**config.mk**
```make
export PLATFORM = sky130hd
export DESIGN_NAME = jtframe_inputs
export DESIGN_NICKNAME = d
export VERILOG_FILES = /design/src/rtl/jtframe_inputs.sv
export SDC_FILE = /design/constraint.sdc
export NUM_CORES = 1
export LEC_CHECK = 0
export CORE_ASPECT_RATIO = 2
export CORE_MARGIN = 8
export CORE_UTILIZATION = 45
export CTS_CLUSTER_DIAMETER = 100
export DETAILED_ROUTE_END_ITERATION = 10
export GPL_TIMING_DRIVEN = 1
export PLACE_DENSITY = 0.67
export SETUP_SLACK_MARGIN = 0.2
export SLEW_MARGIN = 20
export SYNTH_ARGS = -nofsm -noshare
export SYNTH_HDL_FRONTEND = slang
export SYNTH_SLANG_ARGS = --single-unit
export TNS_END_PERCENT = 100
```
**constraint.sdc**
```tcl
create_clock -name clk -period 2.4 [get_ports clk]
set_input_delay 0.6 -clock clk [delete_from_list [all_inputs] [get_ports clk]]
set_output_delay 0.6 -clock clk [all_outputs]
set_load 0.005 [all_outputs]
```
**src/rtl/jtframe_inputs.sv**
```systemverilog
// jtframe_inputs: player-input front end.
// Merges the PS/2 keyboard event stream with up to four hps_io joysticks and
// produces registered, active-low game inputs with coin-pulse shaping,
// per-button autofire and a pause toggle.
//
// Ports:
//   clk          system clock
//   rst          synchronous, active-high reset
//   ps2_key      [10] event toggle, [9] pressed, [7:0] scan code
//   joy_flat     16 bits per player, active high
//   autofire_en  per-button autofire enable, shared by all players
//   joystick     (4+BUTTONS) bits per player, active low
//   start_button per-player start, active low
//   coin_input   per-player shaped coin pulse, active low
//   service      service key, active low
//   dip_pause    1 = running, 0 = paused
module jtframe_inputs #(
  parameter int PLAYERS      = 2,
  parameter int BUTTONS      = 2,
  parameter int COIN_W       = 4800000,
  parameter int AUTOFIRE_DIV = 1600000
) (
  input  logic                           clk,
  input  logic                           rst,
  input  logic [10:0]                    ps2_key,
  input  logic [16*PLAYERS-1:0]          joy_flat,
  input  logic [BUTTONS-1:0]             autofire_en,
  output logic [(4+BUTTONS)*PLAYERS-1:0] joystick,
  output logic [PLAYERS-1:0]             start_button,
  output logic [PLAYERS-1:0]             coin_input,
  output logic                           service,
  output logic                           dip_pause
);

  localparam int JW = 4 + BUTTONS;                    // directions + buttons
  localparam int KP = (PLAYERS < 2) ? PLAYERS : 2;    // players with keys
  localparam logic [22:0] AF_LAST   = 23'(AUTOFIRE_DIV - 1);
  localparam logic [22:0] COIN_LAST = 23'(COIN_W - 1);

  typedef enum logic {COIN_IDLE, COIN_PULSE} coin_state_e;

  // One-hot select of a joystick-layout bit; bits beyond this build's width
  // simply vanish, which is how out-of-range buttons get no key flop.
  function automatic logic [JW-1:0] map_bit(input int idx);
    map_bit = '0;
    for (int i = 0; i < JW; i++) if (i == idx) map_bit[i] = 1'b1;
  endfunction

  // ---------------------------------------------------------------- keyboard
  logic          ps2_tog;
  logic          key_event;
  logic [JW-1:0] sel_joy [KP];
  logic [KP-1:0] sel_start;
  logic          sel_coin, sel_pause, sel_service;

  assign key_event = ps2_key[10] ^ ps2_tog;

  // NOTE: every output of a combinational block gets a default first, so no
  // code path leaves a value held and a latch is never inferred.
  always_comb begin
    for (int p = 0; p < KP; p++) sel_joy[p] = '0;
    sel_start   = '0;
    sel_coin    = 1'b0;
    sel_pause   = 1'b0;
    sel_service = 1'b0;
    case (ps2_key[7:0])
      8'h74:        sel_joy[0] = map_bit(0);
      8'h6B:        sel_joy[0] = map_bit(1);
      8'h72:        sel_joy[0] = map_bit(2);
      8'h75:        sel_joy[0] = map_bit(3);
      8'h14, 8'h11: sel_joy[0] = map_bit(4);
      8'h29:        sel_joy[0] = map_bit(5);
      8'h12:        sel_joy[0] = map_bit(6);
      // P2 codes land on index KP-1, which only differs from P1 when KP == 2
      8'h34: if (KP > 1) sel_joy[KP-1] = map_bit(0);
      8'h23: if (KP > 1) sel_joy[KP-1] = map_bit(1);
      8'h2B: if (KP > 1) sel_joy[KP-1] = map_bit(2);
      8'h2D: if (KP > 1) sel_joy[KP-1] = map_bit(3);
      8'h1C: if (KP > 1) sel_joy[KP-1] = map_bit(4);
      8'h1B: if (KP > 1) sel_joy[KP-1] = map_bit(5);
      8'h15: if (KP > 1) sel_joy[KP-1] = map_bit(6);
      8'h05: sel_start[0] = 1'b1;
      8'h06: if (KP > 1) sel_start[KP-1] = 1'b1;
      8'h04: sel_coin    = 1'b1;
      8'h0C: sel_pause   = 1'b1;
      8'h03: sel_service = 1'b1;
      default: ;
    endcase
  end

  logic [JW-1:0] key_joy [KP];
  logic [KP-1:0] key_start;
  logic          key_coin, key_pause, key_service;

  // NOTE: sequential state uses non-blocking assignments so every flop samples
  // the values from before the edge, independent of statement order.
  // The key-state array is a handful of flops, so it is cleared on reset like
  // any other register rather than treated as uninitialised storage.
  always_ff @(posedge clk) begin
    ps2_tog <= ps2_key[10];   // on reset too: no event on the first cycle
    if (rst) begin
      for (int p = 0; p < KP; p++) key_joy[p] <= '0;
      key_start   <= '0;
      key_coin    <= 1'b0;
      key_pause   <= 1'b0;
      key_service <= 1'b0;
    end else if (key_event) begin
      for (int p = 0; p < KP; p++)
        key_joy[p] <= ps2_key[9] ? (key_joy[p] | sel_joy[p]) : (key_joy[p] & ~sel_joy[p]);
      key_start <= ps2_key[9] ? (key_start | sel_start) : (key_start & ~sel_start);
      if (sel_coin)    key_coin    <= ps2_key[9];
      if (sel_pause)   key_pause   <= ps2_key[9];
      if (sel_service) key_service <= ps2_key[9];
    end
  end

  // --------------------------------------------------------------- raw merge
  logic [JW-1:0] raw_joy [PLAYERS];
  logic          raw_start [PLAYERS];
  logic          raw_coin  [PLAYERS];
  logic          joy_pause [PLAYERS];
  logic          coin_busy [PLAYERS];

  for (genvar p = 0; p < PLAYERS; p++) begin : g_player
    if (p < KP) begin : g_keys
      assign raw_joy[p]   = joy_flat[16*p +: JW] | key_joy[p];
      assign raw_start[p] = joy_flat[16*p+JW] | key_start[p];
    end else begin : g_nokeys
      assign raw_joy[p]   = joy_flat[16*p +: JW];
      assign raw_start[p] = joy_flat[16*p+JW];
    end
    if (p == 0) begin : g_coin_key
      assign raw_coin[p] = joy_flat[16*p+JW+1] | key_coin;
    end else begin : g_coin_joy
      assign raw_coin[p] = joy_flat[16*p+JW+1];
    end
    assign joy_pause[p] = joy_flat[16*p+JW+2];

    // Coin shaping: the pulse lasts COIN_W cycles, or until release if the
    // coin is still held when the count runs out. No retrigger while busy.
    coin_state_e st, st_nx;
    logic [22:0] cnt, cnt_nx;
    logic        coin_r;

    always_ff @(posedge clk) begin
      if (rst) begin
        st     <= COIN_IDLE;
        cnt    <= '0;
        coin_r <= 1'b0;
      end else begin
        st     <= st_nx;
        cnt    <= cnt_nx;
        coin_r <= raw_coin[p];
      end
    end

    always_comb begin
      st_nx  = st;
      cnt_nx = cnt;
      case (st)
        COIN_IDLE:
          if (raw_coin[p] && !coin_r) begin
            st_nx  = COIN_PULSE;
            cnt_nx = COIN_LAST;
          end
        COIN_PULSE:
          if (cnt != '0)        cnt_nx = cnt - 23'd1;
          else if (!raw_coin[p]) st_nx  = COIN_IDLE;
        default: st_nx = COIN_IDLE;
      endcase
    end

    assign coin_busy[p] = (st == COIN_PULSE);
  end

  // ---------------------------------------------------------------- autofire
  logic [22:0]        af_cnt;
  logic               af_phase;
  logic [BUTTONS-1:0] fire_ok;

  always_ff @(posedge clk) begin
    if (rst) begin
      af_cnt   <= '0;
      af_phase <= 1'b0;
    end else if (af_cnt == AF_LAST) begin
      af_cnt   <= '0;
      af_phase <= ~af_phase;
    end else begin
      af_cnt   <= af_cnt + 23'd1;
    end
  end

  // A button passes while the phase is high, or always when autofire is off.
  assign fire_ok = {BUTTONS{af_phase}} | ~autofire_en;

  logic [JW*PLAYERS-1:0] joy_next;
  always_comb begin
    joy_next = '0;
    for (int p = 0; p < PLAYERS; p++) begin
      joy_next[JW*p +: 4]         = ~raw_joy[p][3:0];
      joy_next[JW*p+4 +: BUTTONS] = ~(raw_joy[p][JW-1:4] & fire_ok);
    end
  end

  // ------------------------------------------------------------------- pause
  logic raw_pause, pause_r, paused;
  always_comb begin
    raw_pause = key_pause;
    for (int p = 0; p < PLAYERS; p++) raw_pause = raw_pause | joy_pause[p];
  end

  always_ff @(posedge clk) begin
    if (rst) begin
      pause_r <= 1'b0;
      paused  <= 1'b0;
    end else begin
      pause_r <= raw_pause;
      if (raw_pause && !pause_r) paused <= ~paused;
    end
  end

  // --------------------------------------------------------- output register
  always_ff @(posedge clk) begin
    if (rst) begin
      joystick     <= '1;
      start_button <= '1;
      coin_input   <= '1;
      service      <= 1'b1;
      dip_pause    <= 1'b1;
    end else begin
      joystick <= joy_next;
      for (int p = 0; p < PLAYERS; p++) begin
        start_button[p] <= ~raw_start[p];
        coin_input[p]   <= ~coin_busy[p];
      end
      service   <= ~key_service;
      dip_pause <= ~paused;
    end
  end

  // Extended-key flag and joystick bits above pause carry no function here.
  logic unused_inputs;
  always_comb begin
    unused_inputs = ps2_key[8];
    for (int p = 0; p < PLAYERS; p++)
      for (int b = JW + 3; b < 16; b++)
        unused_inputs = unused_inputs ^ joy_flat[16*p+b];
  end

endmodule

```
=== Word-level counts from Yosys, hierarchy flattened ===
Memory sizes are Yosys's and may differ from the RTL's.
Cells that the tools add are included.

* Shift-type cells: 0
* Multiply operators: 0
* $add $sub $neg: 3
* Order comparisons: 0
* Multiplexer cells: 31
* Div/mod/pow operators: 0
* Bitwise operators: 34
* Reduce and logical (&&, ||, !) cells: 15
* Equality and inequality tests: 23

{| class="wikitable"
|+ Operator list
! cell !! number
|-
| two-way mux 23 bit || 4
|-
| case mux 23 bit (2 select lines) || 2
|-
| case mux 6 bit (6 select lines) || 2
|-
| nonzero test 23 bit || 2
|-
| subtractor 23 x 1 -> 23 bit (second input constant) || 2
|-
| equality test 8 x 6 -> 1 bit (second input constant) || 5
|-
| equality test 8 x 5 -> 1 bit (second input constant) || 4
|-
| equality test 8 x 7 -> 1 bit (second input constant) || 4
|-
| equality test 8 x 3 -> 1 bit (second input constant) || 3
|-
| two-way mux 6 bit || 4
|-
| bitwise OR 6 bit || 4
|-
| adder 23 x 1 -> 23 bit (second input constant) || 1
|-
| equality test 23 x 21 -> 1 bit (second input constant) || 1
|-
| two-way mux 1 bit || 16
|-
| AND 6 bit || 2
|-
| NOT 6 bit || 2
|-
| AND reduction 2 bit || 5
|-
| equality test 8 x 2 -> 1 bit (second input constant) || 1
|-
| equality test 8 x 4 -> 1 bit (second input constant) || 1
|-
| NOT 2 bit || 4
|-
| NOT 4 bit || 2
|-
| NOT 1 bit || 7
|-
| bitwise OR 1 bit || 7
|-
| AND 2 bit || 3
|-
| other kinds (9) || 18
|}

* Output and inout bits: 18
* ROM bits: 0
* Bits in registers: 100
* Memories kept: 1
* Word-level logic and storage cells: 127
* RAM bits: 12
* Latch bits: 0

{| class="wikitable"
|+ Memory list
! name !! words !! bits a word !! rd ports !! clocked after Yosys merged registers in !! write ports !! line !! text
|-
| key_joy || 2 || 6 || 2 || 0 || 2 || 91 || <nowiki>logic [JW-1:0] key_joy [KP];</nowiki>
|}

=== Logic depth before layout (Yosys ltp) ===
* Word-level depth: 7
* Mapped depth: 7

=== Least setup slack after synthesis ===
Ideal clock, no wire load.

* Path type: register to register
* From: reg g_player[1].cnt[12]
* To: reg g_player[1].cnt[5]
* Clock period less this slack: 2,161 ps
* Stages on the path, launching flop included: 7
* Library setup time: 122 ps
* Data required time: 2,278 ps
* Data arrival time: 2,039 ps
* Path slack: 239 ps
* Path through: dfxtp_1 > or4_4 > or3_4 > o31ai_4 > buf_6 > mux2i_1 > nand3_1

* Longest elaborated chain between the ends: 3

{| class="wikitable"
|+ Ends and longest elaborated chain
! element !! line !! text
|-
| start, declared || 142 || <nowiki>logic [22:0] cnt, cnt_nx;</nowiki>
|-
| start signal, assigned || 152 || <nowiki>cnt <= cnt_nx;</nowiki>
|-
| nonzero test 23 bit || 167 || <nowiki>if (cnt != '0) cnt_nx = cnt - 23'd1;</nowiki>
|-
| inequality test 2 x 1 -> 1 bit (no source line) || -- ||
|-
| AND reduction 2 bit (no source line) || -- ||
|}

No other way between the ends.
A chain may end at the register's enable or synchronous reset.

=== Final worst setup path ===
* From: reg g_player[1].cnt[15]
* To: reg g_player[1].cnt[12]

Same word-level chain as after synthesis.

==> impl_metrics.env <==
export IMPL_power_density_nw_per_um2=688
export IMPL_rsz0062_at_grt="yes"
export IMPL_gr_total_overflow=0
export IMPL_portBuffers=49
export IMPL_min_period_over_period_pct=92.3
export IMPL_layout_min_cycle_time_ns=2.22
export IMPL_intPower_mw=3.09
export IMPL_crit_path_frequent_cell="or4_4"
export IMPL_fin_setup_tns_ns=0
export IMPL_synthFlopType="dfxtp_1"
export IMPL_relSlewSlack_pct=59.1
export IMPL_synthArstFlopShare_pct=0
export IMPL_synth_avg_cell_area_sq_um=9.10
export IMPL_netlist_instances=558
export IMPL_setup_viol=0
export IMPL_first_pass_iters=5
export IMPL_wl_per_cell_microns=15.3
export IMPL_timing_worst_setup_path_type="reg2reg"
export IMPL_cts_root_buf="clkbuf_16"
export IMPL_grt_first_pass_wirelength_microns=19800
export IMPL_clock_latency_ns=0.35
export IMPL_clock_fmax_mhz=451
export IMPL_syn_area_sq_um=5080
export IMPL_vdd_drop_max_mv=0.453
export IMPL_hold_path_depth=1
export IMPL_swShare_pct=29.0
export IMPL_p_leak_nw=2.30
export IMPL_path_max_fanout=9
export IMPL_required_ns=2.63
export IMPL_yosys_warnings=0
export IMPL_hold_path_startpoint="paused"
export IMPL_die_y_microns=166
export IMPL_power_frac_clock_pct=34.3
export IMPL_p_seq_share_pct=49.0
export IMPL_synth_seq_cells=112
export IMPL_drtIter0Drc=312
export IMPL_io_pins=65
export IMPL_grt_usage_pct=15.6
export IMPL_hold_ws_ns=0.398
export IMPL_cts_tree="yes"
export IMPL_hold_violations=0
export IMPL_slowest_delay_ns=0.57
export IMPL_antenna_found_initial=0
export IMPL_area_growth_pct=24.7
export IMPL_cts_buffers_inserted=9
export IMPL_comb_power_share_pct=16.7
export IMPL_synth_nets=608
export IMPL_cp_arrival_ns=2.45
export IMPL_dp_final_hpwl_microns=8440
export IMPL_clockBufferDepth=2
export IMPL_grt_pass1_vias=4210
export IMPL_dieArea_sq_um=15200
export IMPL_path_cells="or4_4, or4_4, o211ai_4, buf_12, xor2_1, a21oi_1"
export IMPL_placementRows=55
export IMPL_vias=4527
export IMPL_cts_sinks=112
export IMPL_regArea_sq_um=2370
export IMPL_maxCapViolations=0
export IMPL_die_x_microns=91.1
export IMPL_synth_seq_area_share_pct=46.5
export IMPL_final_nets=686
export IMPL_tightest_slew_ns=0.609
export IMPL_synth_edf_count=12
export IMPL_status="finished, final reports clean"
export IMPL_r2r_cells=6
export IMPL_initial_core_util_pct=45.6
export IMPL_core_area_sq_um=11100
export IMPL_reg2reg_from="g_player[1].cnt[15]"
export IMPL_ctsHtreeMaxLevel=3
export IMPL_n_antenna_cell=0
export IMPL_wirelength_microns=12000
export IMPL_cts_reportedPaths_clkPinSlew_ns=0.08
export IMPL_vias_per_cell=5.78
export IMPL_worst_setup_path_end_kind="flip-flop"
export IMPL_n_fill_cell=1031
export IMPL_hold_end="dip_pause"
export IMPL_p_sw_mw=1.27
export IMPL_ys_types=60
export IMPL_clock_skew_ns=0.00661
export IMPL_gp_congestion=0.874
export IMPL_crit_slowest_cell="or4_4"
export IMPL_hp_class="reg2reg"
export IMPL_ant_nets=0
export IMPL_drive_gt1_share_pct=13.3
export IMPL_multi_input_area_sq_um=2650
export IMPL_start_kind="flip-flop"
export IMPL_grt_max_degree=23
export IMPL_slew_viol_final=0
export IMPL_r2r_end="g_player[1].cnt[12]"
export IMPL_drc=0
export IMPL_ff2ff_setup_slack_ns=0.18
[layer usage]
metal | GRT usage [%] | up-vias | wire length (microns)
li1 | - | 2259 | -
met1 | 19.6 | 2130 | 5570
met2 | 24.3 | 125 | 5490
met3 | 4.12 | 13 | 745
met4 | 6.60 | 0 | 177
met5 | 0 | - | 0
[cell usage in the layout (no fill, tap or decap), drive strengths merged, types with 3 or more instances in the layout]
cell type and n:
xor2 22, o21a 3, and3 6, or3 15, dfxtp 100, ha 3
nand4b 4, buf 42, a211oi 7, nand4 11, or2 9, nor2 61
mux2i 12, nor3b 4, a311oi 7, nor3 20, or4 15, a21oi 33
inv 16, clkbuf 9, o21ai 29, nand3 23, nor4b 5, a31oi 9
nand3b 3, o31ai 9, o2111ai 3, nor4 18, nand2 37, xnor2 8
nor2b 4, o41ai 6, clkdlybuf4s50 48, edfxtp 12, and4 4
[cells in the mapped netlist (12+ instances only)]
cell type / count / share of area (%)
a21oi_1: 33 / 3.3
clkbuf_1: 18 / 1.3
dfxtp_1: 100 / 39
edfxtp_1: 12 / 7.1
mux2i_1: 12 / 2.4
nand2_1: 37 / 2.7
nand3_1: 23 / 2.3
nor2_1: 61 / 4.5
nor3_1: 20 / 2.0
nor4_1: 17 / 2.1
o21ai_0: 28 / 2.8
or3_1: 14 / 1.7
or4_1: 12 / 1.8
xor2_1: 22 / 3.8
[metrics by stage]
stage / worst slack [ns] / std cells / total power [mW] / instance area, sq um / utilization [%]
2_1_floorplan: 0.239 / 558 / 2.58 / 5080 / -
3_3_place_gp: 0.00237 / 763 / 2.83 / 5920 / 53.1
3_5_place_dp: 0.00169 / 763 / 2.85 / 5920 / 53.1
4_1_cts: 0.184 / 780 / 4.36 / 6250 / 56.1
5_1_grt: 0.134 / 783 / 4.54 / 6340 / 56.8
6_report: 0.184 / 783 / 4.36 / 6340 / 56.8
[critical path: cells and delay by family (launching register included)]
kind / cells / cell delay (ns)
compound gates: 2 / 0.32
buf+inv: 1 / 0.15
xor+xnor: 1 / 0.14
flops: 1 / 0.33
simple gates: 2 / 1.14
[registers in the layout, summed over array words and instances, names as in the netlist, 2 cells and up, named ones only]
signal and cells:
g_player.st 2, af_cnt 23, g_player.coin_r 2, joystick 12
g_player.cnt 46, coin_input 2, start_button 2, key_joy 12
[power by group through the flow]
stage	sequential, mW	combinational (mW)	clock [mW]
final	2.13	0.727	1.50
after global routing	2.15	0.800	1.59
after CTS	2.13	0.688	1.54
after detailed placement	2.17	0.677	0
after global placement	2.17	0.666	0
after floorplan	2.14	0.446	0
[how the worst max path moves through the flow]
stage                        start             endpoint  slack (ns)  cells past startpoint
5_1_grt        g_player[1].cnt[15]  g_player[1].cnt[16]        0.13                      6
4_1_cts        g_player[1].cnt[12]  g_player[1].cnt[19]        0.18                      5
3_3_place_gp            ps2_key[5]        key_joy[0][5]       0.002                      6
3_5_place_dp            ps2_key[5]        key_joy[0][5]       0.002                      6
6_report       g_player[1].cnt[15]  g_player[1].cnt[12]        0.18                      6
2_1_floorplan  g_player[1].cnt[12]   g_player[1].cnt[5]        0.24                      6
[cells by family (layout without fill, tap and decap cells)]
logic type	after synthesis	count (layout)	share of synthesized area, %
xor+xnor	30	30	5.17
compound gates	120	120	15.9
simple gates	246	247	26.4
flops	112	112	46.5
buf+inv	35	117	2.96
mux	12	12	2.36
fa+ha+maj	3	3	0.739
[cell type report]
| cell class | count | share of cell area (%) |
|---|---|---|
| multi-input combinational | 412 | 41.8 |
| sequential | 112 | 37.3 |
| timing repair buffer | 90 | 12.8 |
| clock buffer | 9 | 3.55 |
| tap | 142 | 2.80 |
| clock inverter | 7 | 1.11 |
| inverter | 11 | 0.652 |
[timing repair]
action | 4_1_cts | 5_1_grt
hold buffers | 0 | 0
pin swaps | 1 | 12
resized for setup | 2 | 14
cloned | 0 | 2
setup buffers | 1 | 1
endpoints found under the setup margin | 6 | 19
Power figures use the tool's default switching activity.
